`src/rtl/anabellek_obek_okuyucu_if.sv`:
```
// Request, block result and memory word-bus signals of the block reader.
// The slave modport is the reader's view; the master modport is the cache and memory side.
interface anabellek_obek_okuyucu_if;
    logic         istek_i;
    logic         oku_i;
    logic [31:0]  adres_i;
    logic         musait_o;
    logic         hazir_o;
    logic [127:0] obek_o;
    logic         hata_o;
    logic         bellek_gecerli_o;
    logic [31:0]  bellek_adres_o;
    logic         bellek_hazir_i;
    logic         bellek_veri_gecerli_i;
    logic [31:0]  bellek_veri_i;

    modport slave (
        input  istek_i, oku_i, adres_i,
        input  bellek_hazir_i, bellek_veri_gecerli_i, bellek_veri_i,
        output musait_o, hazir_o, obek_o, hata_o,
        output bellek_gecerli_o, bellek_adres_o
    );

    modport master (
        output istek_i, oku_i, adres_i,
        output bellek_hazir_i, bellek_veri_gecerli_i, bellek_veri_i,
        input  musait_o, hazir_o, obek_o, hata_o,
        input  bellek_gecerli_o, bellek_adres_o
    );
endinterface

```
`src/rtl/anabellek_obek_okuyucu.sv`:
```
// Reads one 16-byte block as four sequential 32-bit words, one read outstanding at a time,
// with a per-word response timeout that ends the block early and flags it as failed.
module anabellek_obek_okuyucu #(
    parameter int unsigned BEKLEME_SINIRI = 1023
) (
    input  logic                           clk_i,
    input  logic                           rst_i,
    anabellek_obek_okuyucu_if.slave        bus
);
    // The counter only has to reach BEKLEME_SINIRI-1: the final no-data cycle ends the wait.
    localparam int unsigned SAYAC_W = (BEKLEME_SINIRI < 2) ? 1 : $clog2(BEKLEME_SINIRI);
    localparam logic [SAYAC_W-1:0] SAYAC_SON = SAYAC_W'(BEKLEME_SINIRI - 1);

    typedef enum logic [1:0] {
        BOSTA = 2'd0,
        ISTEK = 2'd1,
        BEKLE = 2'd2,
        TAMAM = 2'd3
    } durum_t;

    durum_t               durum_q, durum_d;
    logic [27:0]          taban_q, taban_d;
    logic [1:0]           k_q, k_d;
    logic [SAYAC_W-1:0]   sayac_q, sayac_d;
    logic                 hata_bayrak_q, hata_bayrak_d;
    logic [127:0]         obek_q, obek_d;
    logic                 musait_q, musait_d;
    logic                 hazir_q, hazir_d;
    logic                 hata_q, hata_d;
    logic                 gecerli_q, gecerli_d;
    logic [31:0]          badres_q, badres_d;

    logic                 unused_adres_alt;
    assign unused_adres_alt = ^bus.adres_i[3:0];

    always_comb begin
        durum_d       = durum_q;
        taban_d       = taban_q;
        k_d           = k_q;
        sayac_d       = sayac_q;
        hata_bayrak_d = hata_bayrak_q;
        obek_d        = obek_q;

        case (durum_q)
            BOSTA: begin
                if (bus.istek_i && bus.oku_i) begin
                    taban_d       = bus.adres_i[31:4];
                    k_d           = 2'd0;
                    sayac_d       = '0;
                    hata_bayrak_d = 1'b0;
                    obek_d        = '0;
                    durum_d       = ISTEK;
                end
            end
            ISTEK: begin
                if (bus.bellek_hazir_i) begin
                    sayac_d = '0;
                    durum_d = BEKLE;
                end
            end
            BEKLE: begin
                if (bus.bellek_veri_gecerli_i) begin
                    obek_d[{k_q, 5'd0} +: 32] = bus.bellek_veri_i;
                    k_d     = k_q + 2'd1;
                    durum_d = (k_q == 2'd3) ? TAMAM : ISTEK;
                end else if (sayac_q == SAYAC_SON) begin
                    hata_bayrak_d = 1'b1;
                    durum_d       = TAMAM;
                end else begin
                    sayac_d = sayac_q + 1'b1;
                end
            end
            TAMAM: begin
                hata_bayrak_d = 1'b0;
                durum_d       = BOSTA;
            end
            default: durum_d = BOSTA;
        endcase

        // Outputs are decoded from the next state so they are registered yet align with the state.
        musait_d  = (durum_d == BOSTA);
        hazir_d   = (durum_d == TAMAM);
        hata_d    = (durum_d == TAMAM) && hata_bayrak_d;
        gecerli_d = (durum_d == ISTEK);
        // Word offset is spliced below the base, so it can never carry into base[31:4].
        badres_d  = gecerli_d ? {taban_d, k_d, 2'b00} : 32'd0;
    end

    always_ff @(posedge clk_i or negedge rst_i) begin
        if (!rst_i) begin
            durum_q       <= BOSTA;
            taban_q       <= '0;
            k_q           <= 2'd0;
            sayac_q       <= '0;
            hata_bayrak_q <= 1'b0;
            obek_q        <= '0;
            musait_q      <= 1'b1;
            hazir_q       <= 1'b0;
            hata_q        <= 1'b0;
            gecerli_q     <= 1'b0;
            badres_q      <= 32'd0;
        end else begin
            durum_q       <= durum_d;
            taban_q       <= taban_d;
            k_q           <= k_d;
            sayac_q       <= sayac_d;
            hata_bayrak_q <= hata_bayrak_d;
            obek_q        <= obek_d;
            musait_q      <= musait_d;
            hazir_q       <= hazir_d;
            hata_q        <= hata_d;
            gecerli_q     <= gecerli_d;
            badres_q      <= badres_d;
        end
    end

    assign bus.musait_o         = musait_q;
    assign bus.hazir_o          = hazir_q;
    assign bus.hata_o           = hata_q;
    assign bus.obek_o           = obek_q;
    assign bus.bellek_gecerli_o = gecerli_q;
    assign bus.bellek_adres_o   = badres_q;
endmodule

```
`src/flat_wrapper.sv`:
```
// flat-port wrapper written by rule: the top's interface ports become plain ports
module anabellek_obek_okuyucu_flat 
#(
    parameter int unsigned BEKLEME_SINIRI = 1023
)
  (clk_i, rst_i, bus_istek_i, bus_oku_i, bus_adres_i, bus_bellek_hazir_i, bus_bellek_veri_gecerli_i, bus_bellek_veri_i, bus_musait_o, bus_hazir_o, bus_obek_o, bus_hata_o, bus_bellek_gecerli_o, bus_bellek_adres_o);
  anabellek_obek_okuyucu_if bus_i ();
  input  logic clk_i;
  input  logic rst_i;
  input wire logic [$bits(bus_i.istek_i)-1:0] bus_istek_i;
  input wire logic [$bits(bus_i.oku_i)-1:0] bus_oku_i;
  input wire logic [$bits(bus_i.adres_i)-1:0] bus_adres_i;
  input wire logic [$bits(bus_i.bellek_hazir_i)-1:0] bus_bellek_hazir_i;
  input wire logic [$bits(bus_i.bellek_veri_gecerli_i)-1:0] bus_bellek_veri_gecerli_i;
  input wire logic [$bits(bus_i.bellek_veri_i)-1:0] bus_bellek_veri_i;
  output wire logic [$bits(bus_i.musait_o)-1:0] bus_musait_o;
  output wire logic [$bits(bus_i.hazir_o)-1:0] bus_hazir_o;
  output wire logic [$bits(bus_i.obek_o)-1:0] bus_obek_o;
  output wire logic [$bits(bus_i.hata_o)-1:0] bus_hata_o;
  output wire logic [$bits(bus_i.bellek_gecerli_o)-1:0] bus_bellek_gecerli_o;
  output wire logic [$bits(bus_i.bellek_adres_o)-1:0] bus_bellek_adres_o;
  assign bus_i.istek_i = bus_istek_i;
  assign bus_i.oku_i = bus_oku_i;
  assign bus_i.adres_i = bus_adres_i;
  assign bus_i.bellek_hazir_i = bus_bellek_hazir_i;
  assign bus_i.bellek_veri_gecerli_i = bus_bellek_veri_gecerli_i;
  assign bus_i.bellek_veri_i = bus_bellek_veri_i;
  assign bus_musait_o = bus_i.musait_o;
  assign bus_hazir_o = bus_i.hazir_o;
  assign bus_obek_o = bus_i.obek_o;
  assign bus_hata_o = bus_i.hata_o;
  assign bus_bellek_gecerli_o = bus_i.bellek_gecerli_o;
  assign bus_bellek_adres_o = bus_i.bellek_adres_o;
  anabellek_obek_okuyucu #(.BEKLEME_SINIRI(BEKLEME_SINIRI)) u_core (.clk_i(clk_i), .rst_i(rst_i), .bus(bus_i));
endmodule
```
`config.mk`:
```
export PLATFORM = sky130hd
export DESIGN_NAME = anabellek_obek_okuyucu_flat
export DESIGN_NICKNAME = d
export VERILOG_FILES = /design/src/rtl/anabellek_obek_okuyucu_if.sv /design/src/rtl/anabellek_obek_okuyucu.sv /design/src/flat_wrapper.sv
export SDC_FILE = /design/constraint.sdc
export NUM_CORES = 1
export LEC_CHECK = 0
export ABC_AREA = 1
export BUFFER_PORTS_ARGS = -buffer_cell sky130_fd_sc_hd__buf_2
export CORE_MARGIN = 8
export CORE_UTILIZATION = 50
export CTS_CLUSTER_SIZE = 16
export DETAILED_ROUTE_END_ITERATION = 7
export PLACE_DENSITY = 0.8
export REMOVE_ABC_BUFFERS = 1
export SLEW_MARGIN = 0
export SYNTH_ARGS = -nofsm -noshare
export SYNTH_HDL_FRONTEND = slang
export SYNTH_SLANG_ARGS = --single-unit
```
`constraint.sdc`:
```
create_clock -name clk_i -period 2.8 [get_ports clk_i]
set_input_delay 0.56 -clock clk_i [delete_from_list [all_inputs] [get_ports clk_i]]
set_output_delay 0.56 -clock clk_i [all_outputs]
set_load 0.05 [all_outputs]
```
# Word level (Yosys, flattened, before mapping)
# Cells that the tools add are included.
# word_totals
ff_bits,207
latch_bits,0
mem_bits_rw,0
mem_bits_ro,0
input_bits,70
out_inout_bits,164
n_memories,0
# classes
addsub,3
mul,0
div,0
n_lt_le_gt_ge,0
eq_ne,12
shifts,2
n_mux,25
bitwise_logic,0
reduce_logical,8
# ops
op,count
two-way mux 128 bit,2
one-hot mux 128 bit (2 select lines),1
bitwise mux 128 bit,1
variable shift 32 x 9 -> 128 bit (first input constant),1
variable part select 32 x 9 -> 128 bit,1
two-way mux 28 bit,2
two-way mux 10 bit,4
two-way mux 32 bit,1
one-hot mux 10 bit (3 select lines),1
two-way mux 2 bit,7
adder 10 x 1 -> 10 bit (second input constant),1
== test 10 bit (second input constant),1
negator 7 -> 9 bit,1
== test 2 bit (second input constant),4
!= test 2 bit (second input constant),4
one-hot mux 2 bit (4 select lines),1
AND reduction 5 bit,1
== test 2 x 1 -> 1 bit (second input constant),2
logical NOT 2 bit,2
one-hot mux 2 bit (2 select lines),1
two-way mux 1 bit,3
one-hot mux 1 bit (3 select lines),1
AND reduction 3 bit,1
nonzero test 3 bit,1
other kinds (4),5

# Logic depth before layout (Yosys ltp)
# Gate-level depths: netlist (run 1).
# depth
word_depth,6
ltp_mapped,10
ltp_nobuf,8

# Worst setup path before layout (run 1)
# Ideal clock, no wire load.
# synth_timing
kind,register -> register
start,register u_core.k_q[0]
end,"register u_core.obek_q[2], in the netlist u_core.bus.obek_o[2]"
t_arrival_ps,1646
t_required_ps,2717
slack_ps,1071
path_stages_with_launch,9
path_cell_list,dfrtp_1 > inv_1 > ha_1 > inv_1 > nand3_1 > nor2_1 > clkbuf_1 > nand2_1 > o21ai_0
# synth_via
elab_chain_len,5
elab_cells_between_ends,6
# synth_lines
item,line,source
from (decl),anabellek_obek_okuyucu.sv:23,"logic [1:0] k_q, k_d;"
from (signal assigned),anabellek_obek_okuyucu.sv:105,k_q <= k_d;
negator 7 -> 9 bit (*),anabellek_obek_okuyucu.sv:63,"obek_d[{k_q, 5'd0} +: 32] = bus.bellek_veri_i;"
variable part select 32 x 9 -> 128 bit / variable shift 32 x 9 -> 128 bit (equally long branches),anabellek_obek_okuyucu.sv:63,
bitwise mux 128 bit (*),anabellek_obek_okuyucu.sv:63,
two-way mux 128 bit (*),anabellek_obek_okuyucu.sv:62,if (bus.bellek_veri_gecerli_i) begin
one-hot mux 128 bit (2 select lines) (*),anabellek_obek_okuyucu.sv:44,case (durum_q)
to (signal assigned),anabellek_obek_okuyucu.sv:108,obek_q <= obek_d;
to (decl),anabellek_obek_okuyucu.sv:26,"logic [127:0] obek_q, obek_d;"
# Every way passes the cells marked *; elsewhere a longest branch is shown, timed or not. The select of a mux whose other input is x is not followed.
# A chain may end at the register's enable or synchronous reset.

# Worst setup path in the final report (run 1)
# layout_timing
start,register u_core.durum_q[0]
end,"register u_core.obek_q[5], in the netlist u_core.bus.obek_o[5]"
# layout_via
elab_chain_len,3
elab_cells_between_ends,7
# layout_lines
item,line,source
from (decl),anabellek_obek_okuyucu.sv:21,"durum_t durum_q, durum_d;"
from (signal assigned),anabellek_obek_okuyucu.sv:103,durum_q <= durum_d;
== test 2 bit / logical NOT 2 bit (equally long branches),anabellek_obek_okuyucu.sv:44,
!= test 2 bit (no source line) (tied with other cells),n/a,
AND reduction 3 bit (no source line),n/a,
# Several ways; a longest one is shown, not always the timed one.

==> results of run 1 <==
per-stage QoR:
| step | util [%] | area, µm² | TNS (ns) |
|---|---|---|---|
| after floorplan | - | 8160 | -0.840 |
| after global placement | 59.0 | 9780 | 0 |
| after detailed placement | 59.0 | 9780 | 0 |
| after CTS | 63.2 | 10500 | 0 |
| after global routing | 63.2 | 10500 | 0 |
| final | 63.2 | 10500 | 0 |
worst max-delay path: stages, from the launching register on:
cell and delay [ns]:
dfrtp_1 0.44, nor2_4 0.34, nand2_2 0.14, nand2_2 0.32
nand2_2 0.61, o21ai_0 0.39
cells in the final DEF (no fill, tap or decap), types with 6 or more instances in the layout:
| cell | netlist | final |
|---|---|---|
| o21ai_1 | 12 | 12 |
| buf_2 | 24 | 226 |
| clkbuf_1 | 19 | 6 |
| dfrtp_1 | 204 | 204 |
| nand2_1 | 288 | 288 |
| o31ai_2 | 20 | 20 |
| buf_4 | 6 | 11 |
| nor2_1 | 40 | 38 |
| o31ai_1 | 44 | 44 |
| o21ai_0 | 69 | 69 |
| nand3_1 | 42 | 41 |
| ha_1 | 7 | 7 |
| inv_1 | 80 | 80 |
| clkbuf_16 | 0 | 23 |
worst paths after layout:
| check | endpoint | slack, ns | cells past startpoint |
|---|---|---|---|
| max reg2reg | u_core.bus.obek_o[5] | 0.45 | 5 |
| min in group clk_i | u_core.bus.obek_o[18] | 0.32 | 3 |
| max | u_core.bus.obek_o[5] | 0.45 | 5 |
| max in group asynchronous | u_core.taban_q[16] | 2.01 | 2 |
| min | u_core.bus.obek_o[0] | 0.05 | 1 |
| min reg2reg | u_core.bus.obek_o[24] | 0.47 | 2 |
power by group through the flow:
stage	registers, W	logic, W	clock network (W)
finish	0.00368	0.00342	0.00280
global route	0.00373	0.00372	0.00298
CTS	0.00368	0.00346	0.00286
detailed placement	0.00373	0.00343	0
global placement	0.00370	0.00339	0
floorplan	0.00476	0.00130	0
kinds of logic (layout without fill, tap and decap cells):
family	count (synthesis)	count (layout)
flops	205	205
simple gates	389	389
fa+ha+maj	7	7
xor+xnor	1	1
buf+inv	135	362
compound gates	150	150
other cells	1	2
sequential cells by signal, summed over array words and instances, names as in the netlist:
signal,count
u_core.bus.obek_o,128
u_core.sayac_q,10
u_core.bus.musait_o,1
u_core.durum_q,2
u_core.taban_q,28
u_core.bus.hazir_o,1
u_core.hata_bayrak_q,1
u_core.bus.bellek_gecerli_o,1
u_core.k_q,2
u_core.bus.bellek_adres_o,30
u_core.bus.hata_o,1
per-layer routing:
metal	vias to the layer above	global-route usage (%)	part of all wire, %
met5	-	0	0.044
met4	2	4.43	1.5
met3	27	9.92	13
met2	321	32.8	45
met1	3250	25.7	40
li1	3275	-	-
final cells by class:
type / count / area, µm² / area share, %
Sequential cell: 205 / 5130 / 49.0
Multi-Input combinational cell: 549 / 2740 / 26.2
Timing Repair Buffer: 243 / 1330 / 12.7
Clock buffer: 32 / 639 / 6.10
Inverter: 81 / 304 / 2.90
Tap cell: 220 / 275 / 2.63
Clock inverter: 6 / 57.6 / 0.549
==> flow_summary.ini, run 1 <==
[run_status]
status = finished, final reports clean

[yosys]
synth_commonest_cells = 288 x nand2_1, 204 x dfrtp_1, 80 x inv_1
synth_xor_area_share_pct = 0.104
yosysTopAreaCellShare_pct = 60.4
syn-cell-area_um2 = 8450
yosysTopAreaCell = dfrtp_1
synth-simple-area-share_pct = 18.9
ys_ff_latch = 205
synth_edf_count = 0
yosys.area_share.adder_pct = 1.04
syn_area_per_cell_um2 = 9.52
ys_warn_count = 0
synth_mux_area_share_pct = 0
yosysMostFrequentCell = nand2_1
netlist_instances = 888
synth-main-ff-cell = dfrtp_1
synth_top_family_by_area = simple AND/OR/NAND/NOR gates
synth-compound-area-share_pct = 12.1
ys_types = 30
async_flop_share_pct = 100
seq_area_frac_synth_pct = 60.7
yosys-top-cells-area = dfrtp_1 60%, nand2_1 13%, o21ai_0 4.1%, o31ai_1 3.9%, inv_1 3.6%

[clock_tree]
clkTransAtPathRegs_ns = 0.06
cts_resized = 0
cts.sinks = 205
post-cts-setup-buffers = 0
cts_hold_buf = 0
htree_num_levels = 1
clock_latency_ns = 0.50
clockBufferDepth = 3
clockRootBuffer = clkbuf_16
cts_tree = done
numCtsBuffers = 22

[floorplanning]
ios = 234
dieArea_um2 = 21300
design.core.area_um2 = 16600
floorplan.rows = 47
initial_core_util_pct = 51.0
dieWidth_um = 146
die_h_um = 146

[timing]
setup_ws_ns = 0.449
rsz0062_at_grt = false
period_minus_slack_ns = 2.35
report.final.slew_viol_count = 0
relSlewSlack_pct = 34.7
hold_slack_ns = 0.0540
setup_violations = 0
hold_violations = 0
clock.fmax_ghz = 0.425
period_share_pct = 84.0
worstMarginPinSlew_ns = 0.976
fin_worst_skew_ns = 0.0116

[run]
maxCapViolations = 0

[critical_path]
r2r_start = u_core.durum_q[0]
critPathCaptureType = flop
crit_fanout = 40
path_class = reg -> reg
cp-startpoint = u_core.durum_q[0]
worstSetupStartpointType = flop
critical_path_required_ns = 3.19
critPathArrivalTime_ns = 2.74

[power_and_ir_drop]
clkPwrFrac_pct = 28.3
p_int_w = 0.00583
p_total_w = 0.00989
ir_worst_vdd_uv = 729
pwr-share-comb_pct = 34.6
p_sw_share_pct = 41.1
power_density_nw_per_um2 = 944
pwr-share-seq_pct = 37.2
p_leak_nw = 5.63
switching_power_w = 0.00406

[route]
drtPass1Iterations = 5
wire_per_inst_um = 16.9
viasPerCell = 5.15
via_count = 6875
ant_nets = 0
drtIter0Drc = 412
route.detailed.drc = 0
routed_wl_um = 22600

[global_routing]
antenna_found_initial = 1
grt_first_pass_wirelength_um = 36500
grt_pass1_vias = 6808
grt_max_degree = 70
grt_remaining_overflow = 0
grt_use_total_pct = 20.8

[placement]
place_ws_ns = 0.452
hpwl_um = 15300
io_buffers = 227
dp.cells = 1298
place_congestion = 0.777

[worst_hold_path]
worstHoldPathType = in -> async

[cells_and_area]
drive_gt1_share_pct = 28.3
final.fill_count = 1423
nets = 1179
area_delta_synth_final_pct = 24.0
diodes = 0
stdcell_count = 1336
Power figures use the tool's default switching activity.
==> run 2: changes to the inputs <==
--- a/config.mk
+++ b/config.mk
@@ -5,13 +5,13 @@
 export SDC_FILE = /design/constraint.sdc
 export NUM_CORES = 1
 export LEC_CHECK = 0
-export ABC_AREA = 1
+export ABC_AREA = 0
 export BUFFER_PORTS_ARGS = -buffer_cell sky130_fd_sc_hd__buf_2
 export CORE_MARGIN = 8
-export CORE_UTILIZATION = 50
+export CORE_UTILIZATION = 47
 export CTS_CLUSTER_SIZE = 16
 export DETAILED_ROUTE_END_ITERATION = 7
-export PLACE_DENSITY = 0.8
+export PLACE_DENSITY = 0.79
 export REMOVE_ABC_BUFFERS = 1
 export SLEW_MARGIN = 0
 export SYNTH_ARGS = -nofsm -noshare
==> constraint.sdc (replaced) <==
create_clock -name clk_i -period 2.1 [get_ports clk_i]
set_input_delay 0.42 -clock clk_i [delete_from_list [all_inputs] [get_ports clk_i]]
set_output_delay 0.42 -clock clk_i [all_outputs]
set_load 0.05 [all_outputs]
==> run 2 against run 1 <==
Against the previous run: fmax grew 21%; wire length shrank 1.2%; synthesized area shrank 2.9%; clock power grew 27%; worst setup slack lost 0.30 ns; sequential power grew 35%; critical path depth grew 2; clock skew shrank 0.00094 ns; sequential cell count is the same; hold slack gained 0.12 ns; via count shrank 6.7%; critical path type unchanged; critical endpoint is now u_core.bus.obek_o[48].
==> flow_summary.ini, run 2 <==
[cells_and_area]
stdcell_count = 1225
area_delta_synth_final_pct = 28.8
drive_gt1_share_pct = 34.3
utilization_pct = 61.5
layout_common_cells = 226 x buf_2, 217 x nand2_1, 204 x dfrtp_1
largest_reg_flops = 128
nets = 1061
final_common_cell = buf_2

[timing]
hold_slack_ns = 0.172
setup_tns_ns = 0
report.final.slew_viol_count = 0
rsz0062_at_grt = false
worstMarginPinSlew_ns = 0.537
setup_ws_ns = 0.152
relSlewSlack_pct = 63.9
period_minus_slack_ns = 1.95
fin_worst_skew_ns = 0.0107
period_share_pct = 92.8
setup_violations = 0
clock.fmax_ghz = 0.513
hold_violations = 0

[clock_tree]
cts.sinks = 205
clock_latency_ns = 0.49
clockBufferDepth = 3
numCtsBuffers = 22
cts_tree = done
clkTransAtPathRegs_ns = 0.06
clockRootBuffer = clkbuf_16
htree_num_levels = 1

[global_routing]
grt_pass1_vias = 6719
grt_remaining_overflow = 0
grt_max_degree = 65
grt_first_pass_wirelength_um = 35900
antenna_found_initial = 1
grt_use_total_pct = 20.1

[floorplanning]
ios = 234
floorplan.rows = 48
dieArea_um2 = 21900
die_h_um = 148
design.core.area_um2 = 17200
initial_core_util_pct = 47.8
dieWidth_um = 148

[route]
ant_nets = 0
viasPerCell = 5.24
route.detailed.drc = 0
via_count = 6416
routed_wl_um = 22300
drtIter0Drc = 307
wire_per_inst_um = 18.2
drtPass1Iterations = 5

[critical_path]
cp-startpoint = u_core.durum_q[1]
path_class = reg -> reg
crit_path_max_incr_delay_ns = 0.48
rrSetupSlack_ns = 0.15
worstSetupStartpointType = flop
reg2reg_depth = 7
crit_chain = nand2b_1 -> buf_4 -> buf_4 -> o221ai_4 -> buf_12 -> nand2_1 -> o21ai_0
r2r_start = u_core.durum_q[1]
crit_fanout = 64
cpMostUsedCell = buf_4
critPathArrivalTime_ns = 2.34
critical_path_required_ns = 2.49
crit_end = u_core.bus.obek_o[48]
critPathCaptureType = flop
crit_path_top_delay_cell = dfrtp_1
r2r_end = u_core.bus.obek_o[48]

[power_and_ir_drop]
power_density_nw_per_um2 = 1260
ir_worst_vdd_uv = 1120
p_leak_nw = 5.34

[placement]
place_congestion = 0.816
hpwl_um = 15600
place_ws_ns = 0.103
io_buffers = 227
dp.cells = 1184

[yosys]
yosysTopAreaCell = dfrtp_1
netlist_instances = 745
ys_types = 51
synth_commonest_cells = 217 x nand2_1, 204 x dfrtp_1, 103 x o21ai_0
seq_area_frac_synth_pct = 62.5
syn-cell-area_um2 = 8200
async_flop_share_pct = 100
ys_ff_latch = 205
synth-main-ff-cell = dfrtp_1
synth_edf_count = 0
syn_area_per_cell_um2 = 11.0
yosysTopAreaCellShare_pct = 62.2
yosysMostFrequentCell = nand2_1
yosys-top-cells-area = dfrtp_1 62%, nand2_1 9.9%, o21ai_0 6.3%, a22o_1 2.7%, mux2_2 2.5%
ys_warn_count = 0

[run_status]
status = finished, final reports clean

[worst_hold_path]
worstHoldPathType = in -> reg

[run]
maxCapViolations = 0
run 2: metal layers:
layer / global-route usage [%] / wire length [µm] / up-vias
li1: - / - / 2969
met1: 24.4 / 8840 / 3104
met2: 32.9 / 10400 / 309
met3: 7.57 / 2770 / 32
met4: 5.56 / 339 / 2
met5: 0 / 13 / -
run 2: layout make-up:
| cell class | count | area [µm²] |
|---|---|---|
| antenna | 1 | 2.50 |
| clock buffer | 38 | 662 |
| fill | 1360 | 6610 |
| multi-input combinational | 483 | 2880 |
| tap | 225 | 282 |
| sequential | 205 | 5130 |
| timing repair buffer | 263 | 1570 |
| inverter | 9 | 33.8 |
| clock inverter | 1 | 7.51 |
run 2: worst min-delay path by stage:
stage	slack, ns	end	start	cells past startpoint
after global placement	0.43	u_core.bus.obek_o[30]	rst_i	1
after CTS	0.15	u_core.taban_q[27]	bus_adres_i[31]	2
after floorplan	0.12	u_core.bus.bellek_adres_o[10]	rst_i	0
final	0.17	u_core.taban_q[27]	bus_adres_i[31]	2
after detailed placement	0.43	u_core.bus.obek_o[25]	rst_i	1
after global routing	0.16	u_core.taban_q[27]	bus_adres_i[31]	2
run 2: power breakdown:
part,internal (W),switching [W],total (W)
registers,0.00467,0.000290,0.00496
logic,0.00154,0.00326,0.00481
clock network,0.00212,0.00144,0.00356
total,0.00834,0.00499,0.0133
run 2: cells by family (layout without fill, tap and decap cells):
| kind of cell | Yosys count | in the layout | synth area share, % |
|---|---|---|---|
| simple gates | 278 | 278 | 15.8 |
| flops | 205 | 205 | 62.5 |
| compound gates | 166 | 166 | 12.6 |
| buf+inv | 58 | 311 | 3.39 |
| mux | 30 | 30 | 4.58 |
| fa+ha+maj | 7 | 7 | 1.07 |
| other cells | 1 | 3 | 0.0457 |
run 2: repair_timing:
action                                 in CTS  in global routing
endpoints found under the hold margin      48                  0
hold buffers                                1                  0
setup endpoints to repair                   0                 10
resized for setup                           0                  3
buffers inserted                            0                  0
run 2: worst max-delay path: cells and delay by family, from the launching register on:
family / cells / cell delay (ns)
and+or+nand+nor: 2 / 0.37
buffers and inverters: 3 / 0.70
AOI/OAI and AO/OA: 2 / 0.30
DFF: 1 / 0.48
run 2: through the flow:
stage | total power, W | instance area [µm²]
2_1_floorplan | 0.00812 | 7960
3_3_place_gp | 0.00973 | 9870
3_5_place_dp | 0.00985 | 9870
4_1_cts | 0.0135 | 10600
5_1_grt | 0.0140 | 10600
6_report | 0.0133 | 10600
==> run 3: changes to the inputs <==
--- a/config.mk
+++ b/config.mk
@@ -7,7 +7,7 @@
 export LEC_CHECK = 0
 export ABC_AREA = 0
 export BUFFER_PORTS_ARGS = -buffer_cell sky130_fd_sc_hd__buf_2
-export CORE_MARGIN = 8
+export CAP_MARGIN = 20
 export CORE_UTILIZATION = 47
 export CTS_CLUSTER_SIZE = 16
 export DETAILED_ROUTE_END_ITERATION = 7
==> run 3 against run 2 <==
Against the previous run: core utilization increased by 1.7 points; first-iteration DRC count unchanged; die area decreased by 18%; cell count decreased by 0.98%; global-route usage increased by 3.4 points; register-to-register slack got worse by 0.02 ns; via count decreased by 0.61%; critical path type unchanged; largest cell class unchanged.
==> flow_summary.ini, run 3 (synthesis results as in run 2) <==
[timing]
setup_violations = 0
setup_ws_ns = 0.135
rsz0062_at_grt = false
report.final.slew_viol_count = 0
hold_slack_ns = 0.171
clock.fmax_ghz = 0.509
relSlewSlack_pct = 61.3
period_minus_slack_ns = 1.97
period_share_pct = 93.6
hold_violations = 0
worstMarginPinSlew_ns = 0.575
fin_worst_skew_ns = 0.0114

[critical_path]
critPathCaptureType = flop
crit_fanout = 24
path_class = reg -> reg
worstSetupStartpointType = flop
path_buf_inv = 2
crit_path_top_delay_cell = dfrtp_1
critPathArrivalTime_ns = 2.40
critical_path.top_delay_family = simple AND/OR/NAND/NOR gates
rrSetupSlack_ns = 0.13
crit_chain = nand2b_1 -> buf_4 -> nor4b_4 -> nor2b_2 -> buf_6 -> a22o_1
crit_path_max_incr_delay_ns = 0.45
critical_path_required_ns = 2.53

[cells_and_area]
final_common_cell = buf_2
drive_gt1_share_pct = 34.7
nets = 1054
layout_common_cells = 226 x buf_2, 217 x nand2_1, 203 x dfrtp_1
area_delta_synth_final_pct = 29.6
largest_reg_flops = 128
diodes = 0

[global_routing]
antenna_found_initial = 1
grt_pass1_vias = 6433
grt_remaining_overflow = 0
grt_use_total_pct = 23.5
grt_max_degree = 65
grt_first_pass_wirelength_um = 33600

[clock_tree]
numCtsBuffers = 22
cts_tree = done
clock_latency_ns = 0.50
htree_num_levels = 1
clockRootBuffer = clkbuf_16
clkTransAtPathRegs_ns = 0.06
post-cts-setup-buffers = 0
clockBufferDepth = 3
cts.sinks = 205

[route]
route.detailed.drc = 0
ant_nets = 0
viasPerCell = 5.26
via_count = 6377
wire_per_inst_um = 17.2
drtPass1Iterations = 5
drtIter0Drc = 307
routed_wl_um = 20900

[floorplanning]
dieWidth_um = 134
initial_core_util_pct = 48.8
dieArea_um2 = 18000
ios = 234
design.core.area_um2 = 16800
die_h_um = 134
floorplan.rows = 47

[run_status]
status = finished, final reports clean

[placement]
place_congestion = 0.819
place_ws_ns = 0.101
hpwl_um = 13800
io_buffers = 227

[power_and_ir_drop]
p_leak_nw = 5.37
ir_worst_vdd_uv = 1000
p_total_w = 0.0139
power_density_nw_per_um2 = 1310

[worst_hold_path]
worstHoldPathType = in -> reg

[run]
maxCapViolations = 0
run 3: power by group:
group / switching, W / internal, W / leakage (nW)
Clock: 0.00153 / 0.00263 / 0.390
Combinational: 0.00322 / 0.00151 / 2.21
Sequential: 0.000313 / 0.00468 / 2.78
run 3: metrics by stage:
| stage | std cells | setup TNS (ns) | util [%] | cell area (µm²) |
|---|---|---|---|---|
| after CTS | 1213 | 0 | 63.1 | 10600 |
| final | 1213 | 0 | 63.2 | 10600 |
| after floorplan | 697 | -91.89 | - | 7960 |
| after global routing | 1213 | 0 | 63.2 | 10600 |
| after global placement | 1172 | 0 | 58.4 | 9820 |
| after detailed placement | 1172 | 0 | 58.4 | 9820 |
run 3: area by class of cell:
type / count / area, µm²
flip-flops and latches: 205 / 5130
repair buffers: 256 / 1520
inverters: 9 / 33.8
clock inverters: 8 / 140
fillers: 1312 / 6180
clock buffers: 32 / 649
well taps: 220 / 275
multi-input cells: 483 / 2890
run 3: worst reg2reg max path: stages (launching register included):
cell and delay [ns]:
dfrtp_1 0.45, nand2b_1 0.30, buf_4 0.24, nor4b_4 0.26
nor2b_2 0.19, buf_6 0.26, a22o_1 0.20
run 3: path summary, 6_finish.rpt:
check	end	start	depth (start not counted)
setup / recovery	u_core.bus.obek_o[28]	u_core.durum_q[0]	6
setup reg to reg	u_core.bus.obek_o[28]	u_core.durum_q[0]	6
hold reg to reg	u_core.bus.obek_o[69]	u_core.bus.obek_o[69]	2
max in group asynchronous	u_core.bus.bellek_adres_o[18]	rst_i	3
min in group asynchronous	u_core.bus.obek_o[20]	rst_i	2
hold / removal	u_core.taban_q[27]	bus_adres_i[31]	2
run 3: repair_timing:
item                                    4_1_cts  5_1_grt
gates resized for setup                       0        6
hold endpoints to repair                     46        0
hold buffers                                  1        0
endpoints found under the setup margin        0       64
run 3: routing by layer:
layer,GRT usage [%],up-vias,part of all wire (%)
met4,6.18,2,2.5
met2,39.9,275,48
met1,30.1,3095,41
met3,5.59,42,8.4
met5,0,-,0.053
li1,-,2963,-
